## config.mk

```make
export PLATFORM = sky130hd
export DESIGN_NAME = mmio_uart_tx
export DESIGN_NICKNAME = d
export VERILOG_FILES = /design/src/rtl/mmio_uart_tx.sv
export SDC_FILE = /design/constraint.sdc
export NUM_CORES = 1
export LEC_CHECK = 0
export BUFFER_PORTS_ARGS = -buffer_cell sky130_fd_sc_hd__buf_2
export CAP_MARGIN = 20
export CELL_PAD_IN_SITES_DETAIL_PLACEMENT = 0
export CELL_PAD_IN_SITES_GLOBAL_PLACEMENT = 1
export CORE_UTILIZATION = 36
export DETAILED_ROUTE_END_ITERATION = 10
export GPL_TIMING_DRIVEN = 1
export PLACE_DENSITY = 0.71
export SYNTH_ARGS = -nofsm -noshare
export SYNTH_HDL_FRONTEND = slang
export SYNTH_SLANG_ARGS = --single-unit
```

## constraint.sdc

```tcl
create_clock -name CLK -period 1.7 [get_ports CLK]
set_input_delay 0.34 -clock CLK [delete_from_list [all_inputs] [get_ports CLK]]
set_output_delay 0.34 -clock CLK [all_outputs]
set_load 0.01 [all_outputs]
```

## src/rtl/mmio_uart_tx.sv

```systemverilog
// MMIO byte transmitter: DATA writes feed a queue, a start/8N/stop framer drives TXD from a flop.
// Define UART_TX_FIFO_EN for a 4-entry FIFO queue; otherwise a single holding register is used.
module mmio_uart_tx #(
    parameter int unsigned CLK_FREQ_HZ = 12000000,
    parameter int unsigned BAUD        = 115200
) (
    input  logic        CLK,
    input  logic        RESET,
    input  logic        sel,
    input  logic        addr,
    input  logic        wstrb,
    input  logic [7:0]  wdata,
    input  logic        rstrb,
    output logic [31:0] rdata,
    output logic        TXD
);
    // CLKS_PER_BIT must be at least 2.
    localparam int unsigned ClksPerBit = CLK_FREQ_HZ / BAUD;
    localparam int unsigned CntW       = (ClksPerBit > 1) ? $clog2(ClksPerBit) : 1;

    typedef enum logic [1:0] {StIdle, StStart, StData, StStop} state_e;

    state_e          state_q, state_d;
    logic [CntW-1:0] baud_q, baud_d;
    logic [2:0]      bit_q, bit_d;
    logic [7:0]      shift_q, shift_d;
    logic            txd_q, txd_d;
    logic            ovf_q, ovf_d;
    logic [31:0]     rdata_q, rdata_d;

    logic       wr_req, rd_status, q_push, q_pop, q_empty, q_full, dropped, baud_end, busy;
    logic [7:0] q_head;

    assign wr_req    = sel & wstrb & ~addr;
    assign rd_status = sel & rstrb & addr;
    // A pop in the same cycle frees a slot, so a write while full still lands.
    assign q_push    = wr_req & (~q_full | q_pop);
    assign dropped   = wr_req & q_full & ~q_pop;
    assign busy      = (state_q != StIdle);
    assign baud_end  = (baud_q == CntW'(ClksPerBit - 1));

`ifdef UART_TX_FIFO_EN
    logic [7:0] mem_q [4];
    logic [7:0] mem_d [4];
    logic [1:0] wr_ptr_q, wr_ptr_d, rd_ptr_q, rd_ptr_d;
    logic [2:0] count_q, count_d;

    assign q_empty = (count_q == 3'd0);
    assign q_full  = (count_q == 3'd4);
    assign q_head  = mem_q[rd_ptr_q];

    always_comb begin
        mem_d = mem_q;
        if (q_push) mem_d[wr_ptr_q] = wdata;
        wr_ptr_d = wr_ptr_q + 2'(q_push);
        rd_ptr_d = rd_ptr_q + 2'(q_pop);
        count_d  = count_q + 3'(q_push) - 3'(q_pop);
    end

    always_ff @(posedge CLK) begin
        if (RESET) begin
            for (int i = 0; i < 4; i++) mem_q[i] <= 8'h00;
            wr_ptr_q <= 2'd0;
            rd_ptr_q <= 2'd0;
            count_q  <= 3'd0;
        end else begin
            mem_q    <= mem_d;
            wr_ptr_q <= wr_ptr_d;
            rd_ptr_q <= rd_ptr_d;
            count_q  <= count_d;
        end
    end
`else
    logic [7:0] hold_q, hold_d;
    logic       hold_vld_q, hold_vld_d;

    assign q_empty = ~hold_vld_q;
    assign q_full  = hold_vld_q;
    assign q_head  = hold_q;

    always_comb begin
        hold_d     = q_push ? wdata : hold_q;
        hold_vld_d = q_push ? 1'b1 : (q_pop ? 1'b0 : hold_vld_q);
    end

    always_ff @(posedge CLK) begin
        if (RESET) begin
            hold_q     <= 8'h00;
            hold_vld_q <= 1'b0;
        end else begin
            hold_q     <= hold_d;
            hold_vld_q <= hold_vld_d;
        end
    end
`endif

    always_comb begin
        state_d = state_q;
        baud_d  = baud_q;
        bit_d   = bit_q;
        shift_d = shift_q;
        q_pop   = 1'b0;
        unique case (state_q)
            StIdle: begin
                if (!q_empty) begin
                    q_pop   = 1'b1;
                    shift_d = q_head;
                    baud_d  = '0;
                    state_d = StStart;
                end
            end
            StStart: begin
                if (baud_end) begin
                    baud_d  = '0;
                    bit_d   = 3'd0;
                    state_d = StData;
                end else begin
                    baud_d = baud_q + CntW'(1);
                end
            end
            StData: begin
                if (baud_end) begin
                    baud_d  = '0;
                    shift_d = {1'b0, shift_q[7:1]};
                    if (bit_q == 3'd7) begin
                        bit_d   = 3'd0;
                        state_d = StStop;
                    end else begin
                        bit_d = bit_q + 3'd1;
                    end
                end else begin
                    baud_d = baud_q + CntW'(1);
                end
            end
            StStop: begin
                if (baud_end) begin
                    baud_d = '0;
                    // Chain straight into the next start bit when more data waits.
                    if (!q_empty) begin
                        q_pop   = 1'b1;
                        shift_d = q_head;
                        state_d = StStart;
                    end else begin
                        state_d = StIdle;
                    end
                end else begin
                    baud_d = baud_q + CntW'(1);
                end
            end
            default: state_d = StIdle;
        endcase
    end

    // TXD follows the registered state, so the line lags the FSM by one cycle.
    always_comb begin
        txd_d = 1'b1;
        unique case (state_q)
            StStart: txd_d = 1'b0;
            StData:  txd_d = shift_q[0];
            default: txd_d = 1'b1;
        endcase
    end

    always_comb begin
        ovf_d = ovf_q;
        if (dropped)        ovf_d = 1'b1;
        else if (rd_status) ovf_d = 1'b0;
        rdata_d = rdata_q;
        if (sel & rstrb) begin
            rdata_d = addr ? {28'd0, ovf_q, q_empty, q_full, busy} : 32'd0;
        end
    end

    always_ff @(posedge CLK) begin
        if (RESET) begin
            state_q <= StIdle;
            baud_q  <= '0;
            bit_q   <= 3'd0;
            shift_q <= 8'h00;
            txd_q   <= 1'b1;
            ovf_q   <= 1'b0;
            rdata_q <= 32'd0;
        end else begin
            state_q <= state_d;
            baud_q  <= baud_d;
            bit_q   <= bit_d;
            shift_q <= shift_d;
            txd_q   <= txd_d;
            ovf_q   <= ovf_d;
            rdata_q <= rdata_d;
        end
    end

    assign TXD   = txd_q;
    assign rdata = rdata_q;

endmodule

```

==> impl_results.md, run 1 <==
* Status: completed
* Grt met2 use at between 10% and 20%
* Final std cells w/o fill at between 300 and 400
* R2R setup slack at roughly 100 ps
* Critical Path End: state_q[1]
* Count of final max-slew check failures at 0
* Hold WC Path Type: input port to flop
* First-pass GRT wire length at roughly 6100 um
* Iter 0 DRT Violations at between 40 and 50
* Met1 Track Usage GR at 16.75%
* VDD IR-drop max at roughly 0.56 mV
* Max_cap viols at 0
* Antenna-violating nets left at 0
* Startpoint types: flop
* Clk_skew at around 5.5 ps
* Core area at ~0.0055 mm2
* Post-synthesis sequential area ratio at 33.76%
* Max Root-Sink Buffers at 2
* Reg-to-reg endpoint: state_q[1]
* RSZ-0062 raised after global routing: false
* Clock transition at path regs at about 70 ps
* Initial Utilization at between 30% and 40%
* H-tree depth at 2
* Synth area leader: dfxtp_1
* Max stage delay on crit path at 330 ps
* Largest net degree at the start of global routing at 24
* CP arrival at approximately 1800 ps
* Via count at approximately 1,500
* Total grt overflow at 0
* Critical Path Stages at 6
* CTS tree: built
* Site Rows at 27
* Logic pwr share at 30.7%
* Maximum clock rate at about 630 MHz
* Net count, final at 274
* Cells after DPL at between 300 and 400
* ANT cells at 0
* Met3 Resource Use GR at roughly 3.6%
* Antenna violations before repair at 0
* Filler instances at 571
* Share of the synthesized area in the top cell type at between 30% and 40%
* Internal power at around 0.0016 W
* Share of layout cells above drive strength 1 at 21.03%
* Warnings from Yosys at 0
* Final Setup Violations at 0
* Commonest non-fill, non-tap cell in the layout: dfxtp_1
* GR Util All Layers at around 13%
* DP Area at about 0.0021 mm2
* Leak Pwr at between 0.8 and 0.9 nW
* WL/cell at around 11 um
* Reg area at 705.7 um2
* Syn Std Cell Area at about 0.0021 mm2
* Reg2Reg Launch Point: state_q[0]
* Main area contributors after synthesis: dfxtp_1 34%, buf_4 10%, mux2i_1 8.7%
* CP required at approximately 1900 ps
* R2r worst-path depth at 6
* Busiest layer in global routing: met2
* Design area at roughly 0.0023 mm2
* Slowest cell on the critical path: dfxtp_1
* Multi-input logic area at roughly 0.0012 mm2
* Period minus WS final at around 1600 ps
* CP Launch Point: state_q[0]
* Clk_lat worst skew at approximately 290 ps
* Sequential share of power at 40.9%
* Die area at 0.006074 mm2
* Final Hold Viols at 0
* Sw Pwr at approximately 0.00074 W
* Critical path buffer and inverter count at 1
* Most frequent cells in the layout: 33 x dfxtp_1, 28 x conb_1, 21 x a21oi_1, 21 x nand2b_1
* Mean post-synth cell area at ~9.2 um2
* Total power at 0.002346 W
* Num CTS Buffers at 5
* DRT Pass-1 Iters at 4
* Detailed Route WL at 3595 um
* Die W at between 70 and 80 um
* # IOs at 47
* WS Path Type: flop to flop
* CP max FO at 3
* Power density over cell area at 1022 mW/mm2
* Critical path capture point type: flop
* Delay-heaviest family, CP: simple AND/OR/NAND/NOR gates
* Die Ht at 77.94 um
* Switching share of power at 31.67%
* Cell Chain, Critical Path: buf_4, ha_1, nor3_1, a31oi_1, or3_1, a21oi_1
* Port Buf Inserts at 18
* Layout area overhead at 10.61%
* Setup TNS Final at 0 ps
* Flop and latch count out of synthesis at 35
* Vias in the first global route at 1,343
* Vias/cell at between 4 and 5
* Post-route clock period utilization at 94.05%
* Library cells used by synthesis at 44
* DP Wirelength at around 2500 um
* Final core utilization at approximately two fifths
* Async SR Flop Fraction at 0%
* DRC at 0
* Top_reg_cell synth: dfxtp_1
* Clk pwr share at 28.4%
* Final GP Congestion at around 0.76
* Clock Sink Count at 35
* EDFF count, synth at 0
* Root buffer cell: clkbuf_8
* Cell count after synthesis at roughly 230
[state kept, by name, indices dropped and copies added, names as in the netlist]
| signal | cells |
|---|---|
| hold_q | 8 |
| shift_q | 8 |
| baud_q | 7 |
| rdata | 4 |
| bit_q | 3 |
| state_q | 2 |
| TXD | 1 |
| hold_vld_q | 1 |
| ovf_q | 1 |
[worst min-delay path by stage]
stage,from,end,depth (start not counted)
after floorplan,ovf_q,ovf_q,2
after global placement,rdata[3],rdata[3],2
after detailed placement,rdata[3],rdata[3],2
after CTS,wdata[5],hold_q[5],3
after global routing,wdata[4],hold_q[4],3
final,wdata[5],hold_q[5],3
[timing repair]
item	CTS	global route
resized for setup	3	7
pin swaps	0	4
endpoints found under the setup margin	16	16
endpoints found under the hold margin	0	0
hold buffers	0	0
setup buffers	0	2
[cells in the mapped netlist, drive strengths merged (2+ instances only)]
cell type  count
nand3          4
a311oi         7
inv            5
buf           34
nor2          14
o21ai          6
a21oi         22
dfxtp         35
nand2          6
ha             9
or3            3
a31oi          4
clkbuf         7
a32oi          3
or3b           2
nand4          3
and3           2
nand3b         3
mux2i         18
nor3b          4
nand2b        21
o211ai         2
[worst register-to-register path: cells and delay by family, from the launching register on]
kind,cells,cell delay [ps]
AOI/OAI and AO/OA,2,230
and+or+nand+nor,2,610
adders and majority gates,1,220
DFF,1,330
buffers and inverters,1,140
[cell families after synthesis]
group           Yosys count  synth area share, %
compound gates           52                16.94
fa+ha+maj                 9                5.425
buf+inv                  46                16.58
flops                    35                33.76
mux                      18                8.680
other cells               1               0.1807
simple gates             65                18.45
[stage by stage]
step	hold WS, ps	setup WS [ps]
detailed placement	445.8	-60.99
CTS	296.3	11.93
finish	305.1	101.2
global placement	444.5	-18.85
floorplan	430.0	41.73
global route	311.8	1.389
[layout make-up]
| type | count | area share [%] |
|---|---|---|
| Multi-Input combinational cell | 172 | 50.95 |
| Sequential cell | 35 | 30.74 |
| Timing Repair Buffer | 32 | 9.210 |
| Clock buffer | 8 | 4.360 |
| Tap cell | 72 | 3.924 |
| Inverter | 5 | 0.8174 |
[power by group through the flow]
stage / combinational (W) / sequential, W / clock (W)
floorplan: 0.000545 / 0.000966 / 0
detailed placement: 0.000651 / 0.000972 / 0
global placement: 0.000654 / 0.000973 / 0
CTS: 0.000662 / 0.000954 / 0.000693
global route: 0.000808 / 0.000969 / 0.000731
finish: 0.000721 / 0.000960 / 0.000665
[layer usage]
metal	vias up	share of wire (%)	wire (um)
met5	-	0	0
met4	0	2.5	90
met3	9	4.5	160
met2	35	41	1485
met1	678	52	1858
li1	795	-	-
Power figures use the tool's default switching activity.
==> inputs of run 2 (changes only) <==
--- a/config.mk
+++ b/config.mk
@@ -12,6 +12,7 @@
 export CORE_UTILIZATION = 36
 export DETAILED_ROUTE_END_ITERATION = 10
 export GPL_TIMING_DRIVEN = 1
+export MAX_ROUTING_LAYER = met4
 export PLACE_DENSITY = 0.71
 export SYNTH_ARGS = -nofsm -noshare
 export SYNTH_HDL_FRONTEND = slang
==> run 2 against run 1 <==
Non-clock buffer count unchanged; hold slack about the same; clock skew shrank 0.51 ps; first-iteration DRC count fell by 11%; critical path type unchanged; largest power group unchanged.
==> impl_results.md, run 2 (synthesis gave the netlist of run 1 again) <==
* Status: completed (unchanged)
* Iter 0 DRT Violations at 42 (was 47)
* H-tree depth at 2 (unchanged)
* Clk_skew at 5.004 ps (was 5.518 ps)
* CTS Hold Bufs at 0 (unchanged)
* # IOs at 47 (unchanged)
* Detailed Route WL at 3596 um (was 3595 um)
* Final Setup Violations at 0 (unchanged)
* First-pass GRT wire length at 6065 um (was 6058 um)
* Clk_lat worst skew at 290 ps (about the same)
* Share of layout cells above drive strength 1 at 21.03% (unchanged)
* Reg area at 705.7 um2 (unchanged)
* Root buffer cell: clkbuf_8 (unchanged)
* Most frequent cells in the layout: 33 x dfxtp_1, 28 x conb_1, 21 x a21oi_1, 21 x nand2b_1 (unchanged)
* Critical path buffer and inverter count at 1 (unchanged)
* DRT Pass-1 Iters at 4 (unchanged)
* Num CTS Buffers at 5 (unchanged)
* Clock transition at path regs at 70 ps (about the same)
* CP Launch Point: state_q[0] (unchanged)
* Final Hold Viols at 0 (unchanged)
* Max stage delay on crit path at 330 ps (about the same)
* Hold WC Path Type: input port to flop (unchanged)
* Slowest cell on the critical path: dfxtp_1 (unchanged)
* Final core utilization at 41.44% (unchanged)
* CP arrival at 1810 ps (about the same)
* Max Root-Sink Buffers at 2 (unchanged)
* Core area at 0.005540 mm2 (unchanged)
* Leak Pwr at 0.8876 nW (unchanged)
* CP max FO at 3 (unchanged)
* Cell Chain, Critical Path: buf_4, ha_1, nor3_1, a31oi_1, or3_1, a21oi_1 (unchanged)
* WL/cell at 11.10 um (about the same)
* Net count, final at 274 (unchanged)
* Max_cap viols at 0 (unchanged)
* RSZ-0062 raised after global routing: false (unchanged)
* CTS tree: built (unchanged)
* Maximum clock rate at 625.0 MHz (was 625.5 MHz)
* DP Wirelength at 2452 um (unchanged)
* Total power at 0.002347 W (was 0.002346 W)
* Die Ht at 77.94 um (unchanged)
* Final GP Congestion at 0.7747 (was 0.7645)
* Die W at 77.94 um (unchanged)
* Clock Sink Count at 35 (unchanged)
* Largest regs: hold_q: 8 flops, shift_q: 8 flops, baud_q: 7 flops (unchanged)
* Multi-input logic area at 0.001170 mm2 (unchanged)
* Layout area overhead at 10.61% (unchanged)
* Commonest non-fill, non-tap cell in the layout: dfxtp_1 (unchanged)
* CP required at 1910 ps (about the same)
* Vias in the first global route at 1,343 (unchanged)
* GR Util All Layers at 13.20% (was 12.84%)
* Antenna-violating nets left at 0 (unchanged)
* Largest net degree at the start of global routing at 24 (unchanged)
* Site Rows at 27 (unchanged)
* Via count at 1,522 (was 1,517)
* DRC at 0 (unchanged)
* VDD IR-drop max at 0.5630 mV (was 0.5632 mV)
* Hold_sp: wdata[5] (unchanged)
* Count of final max-slew check failures at 0 (unchanged)
* Delay-heaviest family, CP: simple AND/OR/NAND/NOR gates (unchanged)
* Power density over cell area at 1022 mW/mm2 (about the same)
* Initial Utilization at 37.47% (unchanged)
* Filler instances at 571 (unchanged)
* Total grt overflow at 0 (unchanged)
* Antenna violations before repair at 0 (unchanged)
* Post-route clock period utilization at 94.11% (was 94.05%)
* Die area at 0.006074 mm2 (unchanged)
* Critical path capture point type: flop (unchanged)
* Startpoint types: flop (unchanged)
* Port Buf Inserts at 18 (unchanged)
* WS Path Type: flop to flop (unchanged)
* Period minus WS final at 1600 ps (was 1599 ps)
* Reg2Reg Launch Point: state_q[0] (unchanged)
* ANT cells at 0 (unchanged)
* Vias/cell at 4.698 (was 4.682)
-- run 2: cell counts in the layout (fill, tap and decap cells not counted) --
Identical to the previous run, type by type.
-- run 2: power breakdown --
part	internal (W)	leakage (nW)	switching, W
clock network	0.000370	0.0515	0.000297
logic	0.000332	0.551	0.000389
registers	0.000902	0.285	0.0000582
total	0.00160	0.888	0.000744
-- run 2: path summary, 6_finish.rpt --
kind,slack [ps],end,cells after the start
worst max register to register,100,state_q[1],6
worst min-delay path,310,hold_q[5],3
worst max-delay path,100,state_q[1],6
worst min register to register,460,rdata[3],2
-- run 2: worst reg2reg max path: cells and delay by family (launching register included) --
kind	cells	cell delay [ps]
AND/OR/NAND/NOR	2	610
buffers and inverters	1	140
AO/OA/AOI/OAI	2	230
adder cells (fa/ha/maj)	1	220
flip-flops	1	330
-- run 2: stage by stage --
step / hold slack (ps) / area, um2 / setup TNS [ps] / std cells / setup slack (ps)
after floorplan: 430.0 / 2177 / 0 / 253 / 41.73
after global placement: 444.5 / 2135 / -127.5 / 314 / -18.85
after detailed placement: 445.8 / 2135 / -352.8 / 314 / -60.99
after CTS: 296.3 / 2251 / 0 / 322 / 11.93
after global routing: 311.8 / 2296 / 0 / 324 / 1.389
final: 305.2 / 2296 / 0 / 324 / 100.0
-- run 2: cell type report --
cell class	count	area share (%)
repair buffers	32	9.210
multi-input cells	172	50.95
well taps	72	3.924
inverters	5	0.8174
flip-flops and latches	35	30.74
clock buffers	8	4.360
-- run 2: timing repair --
action                     in CTS  in global routing
setup endpoints to repair      16                 16
buffers inserted                0                  2
resized for setup               3                  7
pin swaps                       0                  4
-- run 2: metal layers --
metal	vias up	global-route usage [%]	share of wire [%]	wire length, um
li1	796	-	-	-
met1	682	16.75	52	1862
met2	35	19.03	41	1490
met3	9	3.647	4.5	162
met4	0	6.852	2.2	80
met5	-	-	0	0
